File: src/rtl/alu_pkg.sv
// Shared ALU definitions: opcode codes, captured-flag bit positions and the
// issue/capture sequencer state type.
package alu_pkg;

  localparam logic [3:0] OP_AND  = 4'b0000;
  localparam logic [3:0] OP_OR   = 4'b0001;
  localparam logic [3:0] OP_XOR  = 4'b0010;
  localparam logic [3:0] OP_NOR  = 4'b0011;
  localparam logic [3:0] OP_SLT  = 4'b0100;
  localparam logic [3:0] OP_ADD  = 4'b0101;
  localparam logic [3:0] OP_SUB  = 4'b0110;
  localparam logic [3:0] OP_SLL  = 4'b0111;
  localparam logic [3:0] OP_SRL  = 4'b1000;
  localparam logic [3:0] OP_SRA  = 4'b1001;
  localparam logic [3:0] OP_MUL  = 4'b1010;
  localparam logic [3:0] OP_LAST = OP_MUL;

  // Parked control code on the ALU while no legal op has been launched yet
  localparam logic [3:0] OP_PARK = 4'b1111;

  localparam int FLG_EQ = 4;
  localparam int FLG_LT = 3;
  localparam int FLG_C  = 2;
  localparam int FLG_OV = 1;
  localparam int FLG_Z  = 0;
  localparam int FLG_W  = 5;

  typedef enum logic [1:0] {
    IDLE   = 2'd0,
    SETTLE = 2'd1,
    RESULT = 2'd2
  } alu_seq_state_t;

  function automatic logic op_is_legal(input logic [3:0] op);
    return (op <= OP_LAST);
  endfunction

endpackage

File: src/rtl/alu_settle_timer.sv
// Loadable down-counter; done_o pulses in the cycle whose closing edge takes
// the count from 1 to 0, i.e. SETTLE_CYCLES edges after the load edge.
module alu_settle_timer #(
  parameter int SETTLE_CYCLES = 2
) (
  input  logic clk,
  input  logic rst_n,
  input  logic load_i,
  input  logic en_i,
  output logic done_o
);

  logic [3:0] cnt_q;
  logic [3:0] cnt_d;

  always_comb begin
    cnt_d = cnt_q;
    if (load_i) begin
      cnt_d = 4'(SETTLE_CYCLES);
    end else if (en_i && (cnt_q != 4'd0)) begin
      cnt_d = cnt_q - 4'd1;
    end
  end

  always_ff @(posedge clk or negedge rst_n) begin
    if (!rst_n) begin
      cnt_q <= 4'd0;
    end else begin
      cnt_q <= cnt_d;
    end
  end

  assign done_o = en_i && !load_i && (cnt_q == 4'd1);

endmodule

File: src/rtl/alu_op_sequencer.sv
// Issue/capture stage in front of the combinational ALU: registers one op onto
// the ALU, waits SETTLE_CYCLES, captures result/flags and hands them downstream.
// Optional feature macro: ALU_STICKY_FLAGS_EN (sticky carry/overflow/err bits).
module alu_op_sequencer
  import alu_pkg::*;
#(
  parameter int WIDTH         = 32,
  parameter int SETTLE_CYCLES = 2
) (
  input  logic             clk,
  input  logic             rst_n,
  input  logic             in_valid,
  output logic             in_ready,
  input  logic [3:0]       in_op,
  input  logic [WIDTH-1:0] in_a,
  input  logic [WIDTH-1:0] in_b,
  output logic [WIDTH-1:0] alu_A,
  output logic [WIDTH-1:0] alu_B,
  output logic [3:0]       alu_control,
  input  logic [WIDTH-1:0] alu_S,
  input  logic             alu_equal,
  input  logic             alu_lessthan,
  input  logic             alu_carry,
  input  logic             alu_overflow,
  input  logic             alu_zero,
  output logic             out_valid,
  input  logic             out_ready,
  output logic [WIDTH-1:0] out_s,
  output logic [FLG_W-1:0] out_flags,
  output logic             out_err
`ifdef ALU_STICKY_FLAGS_EN
  ,
  input  logic             sticky_clr,
  output logic [2:0]       sticky
`endif
);

  if ((SETTLE_CYCLES < 1) || (SETTLE_CYCLES > 15)) begin : g_bad_settle
    $error("alu_op_sequencer: SETTLE_CYCLES must be in 1..15");
  end

  alu_seq_state_t   state_q, state_d;
  logic             in_ready_q, in_ready_d;
  logic             out_valid_q, out_valid_d;
  logic [WIDTH-1:0] alu_a_q, alu_a_d;
  logic [WIDTH-1:0] alu_b_q, alu_b_d;
  logic [3:0]       alu_ctrl_q, alu_ctrl_d;
  logic [WIDTH-1:0] out_s_q, out_s_d;
  logic [FLG_W-1:0] out_flags_q, out_flags_d;
  logic             out_err_q, out_err_d;
  logic [FLG_W-1:0] flags_cap;
  logic             accept;
  logic             res_hs;
  logic             timer_load;
  logic             timer_en;
  logic             timer_done;

  alu_settle_timer #(
    .SETTLE_CYCLES(SETTLE_CYCLES)
  ) u_timer (
    .clk    (clk),
    .rst_n  (rst_n),
    .load_i (timer_load),
    .en_i   (timer_en),
    .done_o (timer_done)
  );

  // in_ready_q is only ever high in IDLE, so it alone qualifies an accept
  assign accept = in_valid && in_ready_q;
  assign res_hs = out_valid_q && out_ready;

  always_comb begin
    flags_cap         = '0;
    flags_cap[FLG_EQ] = alu_equal;
    flags_cap[FLG_LT] = alu_lessthan;
    flags_cap[FLG_C]  = alu_carry;
    flags_cap[FLG_OV] = alu_overflow;
    flags_cap[FLG_Z]  = alu_zero;
  end

  always_comb begin
    state_d     = state_q;
    alu_a_d     = alu_a_q;
    alu_b_d     = alu_b_q;
    alu_ctrl_d  = alu_ctrl_q;
    out_s_d     = out_s_q;
    out_flags_d = out_flags_q;
    out_err_d   = out_err_q;
    timer_load  = 1'b0;
    timer_en    = 1'b0;
    case (state_q)
      IDLE: begin
        if (accept) begin
          if (op_is_legal(in_op)) begin
            alu_a_d    = in_a;
            alu_b_d    = in_b;
            alu_ctrl_d = in_op;
            timer_load = 1'b1;
            state_d    = SETTLE;
          end else begin
            // Illegal ops never disturb the ALU; report them straight away
            out_s_d     = '0;
            out_flags_d = '0;
            out_err_d   = 1'b1;
            state_d     = RESULT;
          end
        end
      end
      SETTLE: begin
        timer_en = 1'b1;
        if (timer_done) begin
          out_s_d     = alu_S;
          out_flags_d = flags_cap;
          out_err_d   = 1'b0;
          state_d     = RESULT;
        end
      end
      RESULT: begin
        if (res_hs) begin
          state_d = IDLE;
        end
      end
      default: begin
        state_d = IDLE;
      end
    endcase
    in_ready_d  = (state_d == IDLE);
    out_valid_d = (state_d == RESULT);
  end

  always_ff @(posedge clk or negedge rst_n) begin
    if (!rst_n) begin
      state_q     <= IDLE;
      in_ready_q  <= 1'b0;
      out_valid_q <= 1'b0;
      alu_a_q     <= '0;
      alu_b_q     <= '0;
      alu_ctrl_q  <= OP_PARK;
      out_s_q     <= '0;
      out_flags_q <= '0;
      out_err_q   <= 1'b0;
    end else begin
      state_q     <= state_d;
      in_ready_q  <= in_ready_d;
      out_valid_q <= out_valid_d;
      alu_a_q     <= alu_a_d;
      alu_b_q     <= alu_b_d;
      alu_ctrl_q  <= alu_ctrl_d;
      out_s_q     <= out_s_d;
      out_flags_q <= out_flags_d;
      out_err_q   <= out_err_d;
    end
  end

`ifdef ALU_STICKY_FLAGS_EN
  logic [2:0] sticky_q, sticky_d;

  always_comb begin
    sticky_d = sticky_q;
    if (sticky_clr) begin
      sticky_d = 3'b000;
    end else if (res_hs) begin
      sticky_d = sticky_q | {out_flags_q[FLG_C], out_flags_q[FLG_OV], out_err_q};
    end
  end

  always_ff @(posedge clk or negedge rst_n) begin
    if (!rst_n) begin
      sticky_q <= 3'b000;
    end else begin
      sticky_q <= sticky_d;
    end
  end

  assign sticky = sticky_q;
`endif

  assign in_ready    = in_ready_q;
  assign out_valid   = out_valid_q;
  assign alu_A       = alu_a_q;
  assign alu_B       = alu_b_q;
  assign alu_control = alu_ctrl_q;
  assign out_s       = out_s_q;
  assign out_flags   = out_flags_q;
  assign out_err     = out_err_q;

endmodule

File: config.mk
export PLATFORM = sky130hd
export DESIGN_NAME = alu_op_sequencer
export DESIGN_NICKNAME = d
export VERILOG_FILES = /design/src/rtl/alu_pkg.sv /design/src/rtl/alu_settle_timer.sv /design/src/rtl/alu_op_sequencer.sv
export SDC_FILE = /design/constraint.sdc
export NUM_CORES = 1
export LEC_CHECK = 0
export BUFFER_PORTS_ARGS = -buffer_cell sky130_fd_sc_hd__clkbuf_2
export CORE_AREA = 4 4 141 143
export DETAILED_ROUTE_END_ITERATION = 10
export DIE_AREA = 0 0 145 147
export PLACE_DENSITY_LB_ADDON = 0.08
export SKIP_CTS_REPAIR_TIMING = 1
export SLEW_MARGIN = 20
export SYNTH_ARGS = -nofsm -noshare
export SYNTH_HDL_FRONTEND = slang
export SYNTH_SLANG_ARGS = --single-unit
File: constraint.sdc
create_clock -name clk -period 2.5 [get_ports clk]
set_input_delay 0.25 -clock clk [delete_from_list [all_inputs] [get_ports clk]]
set_output_delay 0.25 -clock clk [all_outputs]
set_load 0.01 [all_outputs]
==> results.toml <==
[clocking]
clk_latency_ns = 0.41
cts_root_buf = "clkbuf_16"
numCtsBuffers = 17
clock_sinks = 114
path_clk_slew_ns = 0.06
clk_path_buf_depth = 2
cts_tree = "yes"
h-tree-depth = 4

[cells_and_area]
num-fill-cells = 1812
num_antenna_cells = 0
multi_input_area_um2 = 2350
drive_above_1_share_pct = 51.3
finalNetCount = 770
fin_cells = 905
area_growth_pct = 36.2
register_area_um2 = 2860

[global_route]
track_usage_pct = 15.6
gr-usage-met1_pct = 20.8
antenna_found_initial = 1
grt_pass1_vias = 4534
grt.busiest_layer = "met2"
met2_usage_pct = 23.9
met3_usage_pct = 5.34
grt-ovfl-total = 0
grt_pass1_wl_um = 26500
grt_start_max_net_pins = 41

[floorplanning]
die_w_um = 145
rows = 50
dieArea_um2 = 21300
core_area_um2 = 18600
initial_utilization_pct = 29.5
ios = 217
die_h_um = 147

[logic_synthesis]
seq_area_frac_synth_pct = 52.2
yosysTopAreaCell = "dfrtp_1"
netlist.area_leader.share_pct = 50.3
synthesis.area_um2 = 5470
syn_nets = 559
synth.most_common_cell = "dfrtp_1"
synth_edf_count = 0
syn_area_per_cell_um2 = 12.2
synthDistinctLibCells = 33
yosys_register_bits = 114
ys_top_cells_by_area = "dfrtp_1 50%, mux2_4 18%, nand3_1 7.0%"
synth_ff_type = "dfrtp_1"
yosys_warnings = 0
synthArstFlopShare_pct = 100
synth_common_cells = "110 x dfrtp_1, 77 x nand3_1, 64 x mux2_4"
syn_inst = 447

[drt]
drc = 0
drtIter0Drc = 190
drtPass1Iterations = 4
ant_nets = 0
totalWireLength_um = 16500
via_count = 4323
viasPerCell = 4.78
post_drt_wl_per_cell_um = 18.2

[placement]
post-dp-hpwl_um = 11200
pre_cts_slack_ns = 0.737
place_inst = 872
gp_congestion = 0.738
port_buffers = 216

[timing]
finalCritPeriodShare_pct = 69.7
period_needed_ns = 1.74
max_freq_ghz = 0.574
setup_ws_ns = 0.758
setup_viol = 0
tightestPinTransition_ns = 0.513
finalSetupTns_ns = 0
max_slew_margin_pct = 65.8
slew_violations = 0
hold_viol_final = 0
skew_ns = 0.0125
rsz0062_at_grt = "no"

[worst_setup_path]
cp-start-kind = "register"
worstSetupPathType = "register to register"
critPathMaxFanout = 40
slowest_delay_ns = 0.42
end_kind = "register"
cp.arrival_ns = 2.03
r2r_start = "state_q[1]"
rr_endpoint = "alu_B[1]"
slowest_stage = "dfrtp_1"
ff2ff_setup_slack_ns = 0.76
rr_worst_depth = 4
path_cells = "nand4bb_2 > o21ba_4 > buf_12 > mux2_2"
critPathRequiredTime_ns = 2.79

[min_path]
hold_path_class = "primary input to register"
hold-path-endpoint = "alu_A[4]"
hold_depth = 2
min_from = "in_a[4]"

[job]
cap_violations = 0

[outcome]
status = "completed"

[pwr]
vdd_drop_max_v = 0.000556
power.density_nw_per_um2 = 1400
p_leak_uw = 0.00345
logic make-up after synthesis:
logic type      Yosys count  share of synthesized area (%)
simple gates            130                           13.2
flops                   114                           52.2
compound gates           87                           10.2
mux                      67                           18.2
buf+inv                  46                           5.51
fa+ha+maj                 3                          0.686
worst max-delay path: cells and delay by family, from the launching register on:
family | cells | cell delay, ns
flip-flops | 1 | 0.42
multiplexers | 1 | 0.38
buffers and inverters | 1 | 0.29
AO/OA/AOI/OAI | 1 | 0.27
AND/OR/NAND/NOR | 1 | 0.25
area by class of cell:
type	count	area share [%]
clock buffer	19	6.07
clock inverter	13	3.09
inverter	3	0.151
multi-input combinational	287	31.5
sequential	114	38.3
tap	234	3.93
timing repair buffer	235	17.0
layout by cell type, fill, tap and decap left out, types with 4 or more instances in the layout:
master,instances
clkbuf_2,215
dfrtp_1,110
nand3_1,77
mux2_4,64
o21ai_0,39
nor2b_1,37
o211ai_1,37
clkbuf_16,17
buf_4,16
bufinv_16,6
dfstp_2,4
flip-flops by register name, summed over array words and instances, names as in the netlist:
register,cells
in_ready,1
alu_A,32
out_s,32
state_q,2
u_timer.cnt_q,4
alu_B,32
alu_control,4
out_flags,5
out_valid,1
out_err,1
where the power goes:
part | internal, µW | switching, µW | total, µW
logic | 2160 | 2110 | 4270
clock network | 1920 | 902 | 2820
registers | 2760 | 569 | 3330
total | 6850 | 3580 | 10400
stage by stage:
stage	util (%)	hold WS [ns]	area (µm²)	power, µW
after detailed placement	36.4	0.269	6760	7690
after global placement	36.4	0.255	6760	7610
after CTS	40.1	-0.185	7450	10600
final	40.1	0.0677	7460	10400
after floorplan	-	-0.0456	5470	6110
after global routing	40.1	0.0380	7460	11100
how the worst max path moves through the flow:
| stage | startpoint | endpoint | slack (ns) | cells past startpoint |
|---|---|---|---|---|
| 2_1_floorplan | u_timer.cnt_q[1] | out_s[22] | 0.85 | 7 |
| 3_3_place_gp | state_q[1] | alu_B[1] | 0.79 | 4 |
| 3_5_place_dp | state_q[1] | alu_B[1] | 0.74 | 4 |
| 4_1_cts | state_q[1] | alu_B[1] | 0.74 | 4 |
| 5_1_grt | u_timer.cnt_q[1] | out_s[24] | 0.63 | 6 |
| 6_report | state_q[1] | alu_B[1] | 0.76 | 4 |
layer usage:
metal,vias up,wire [µm]
met4,2,244
met5,-,13
met3,18,1080
met2,161,7590
li1,2033,-
met1,2109,7550
(Power assumes the default switching activity.)
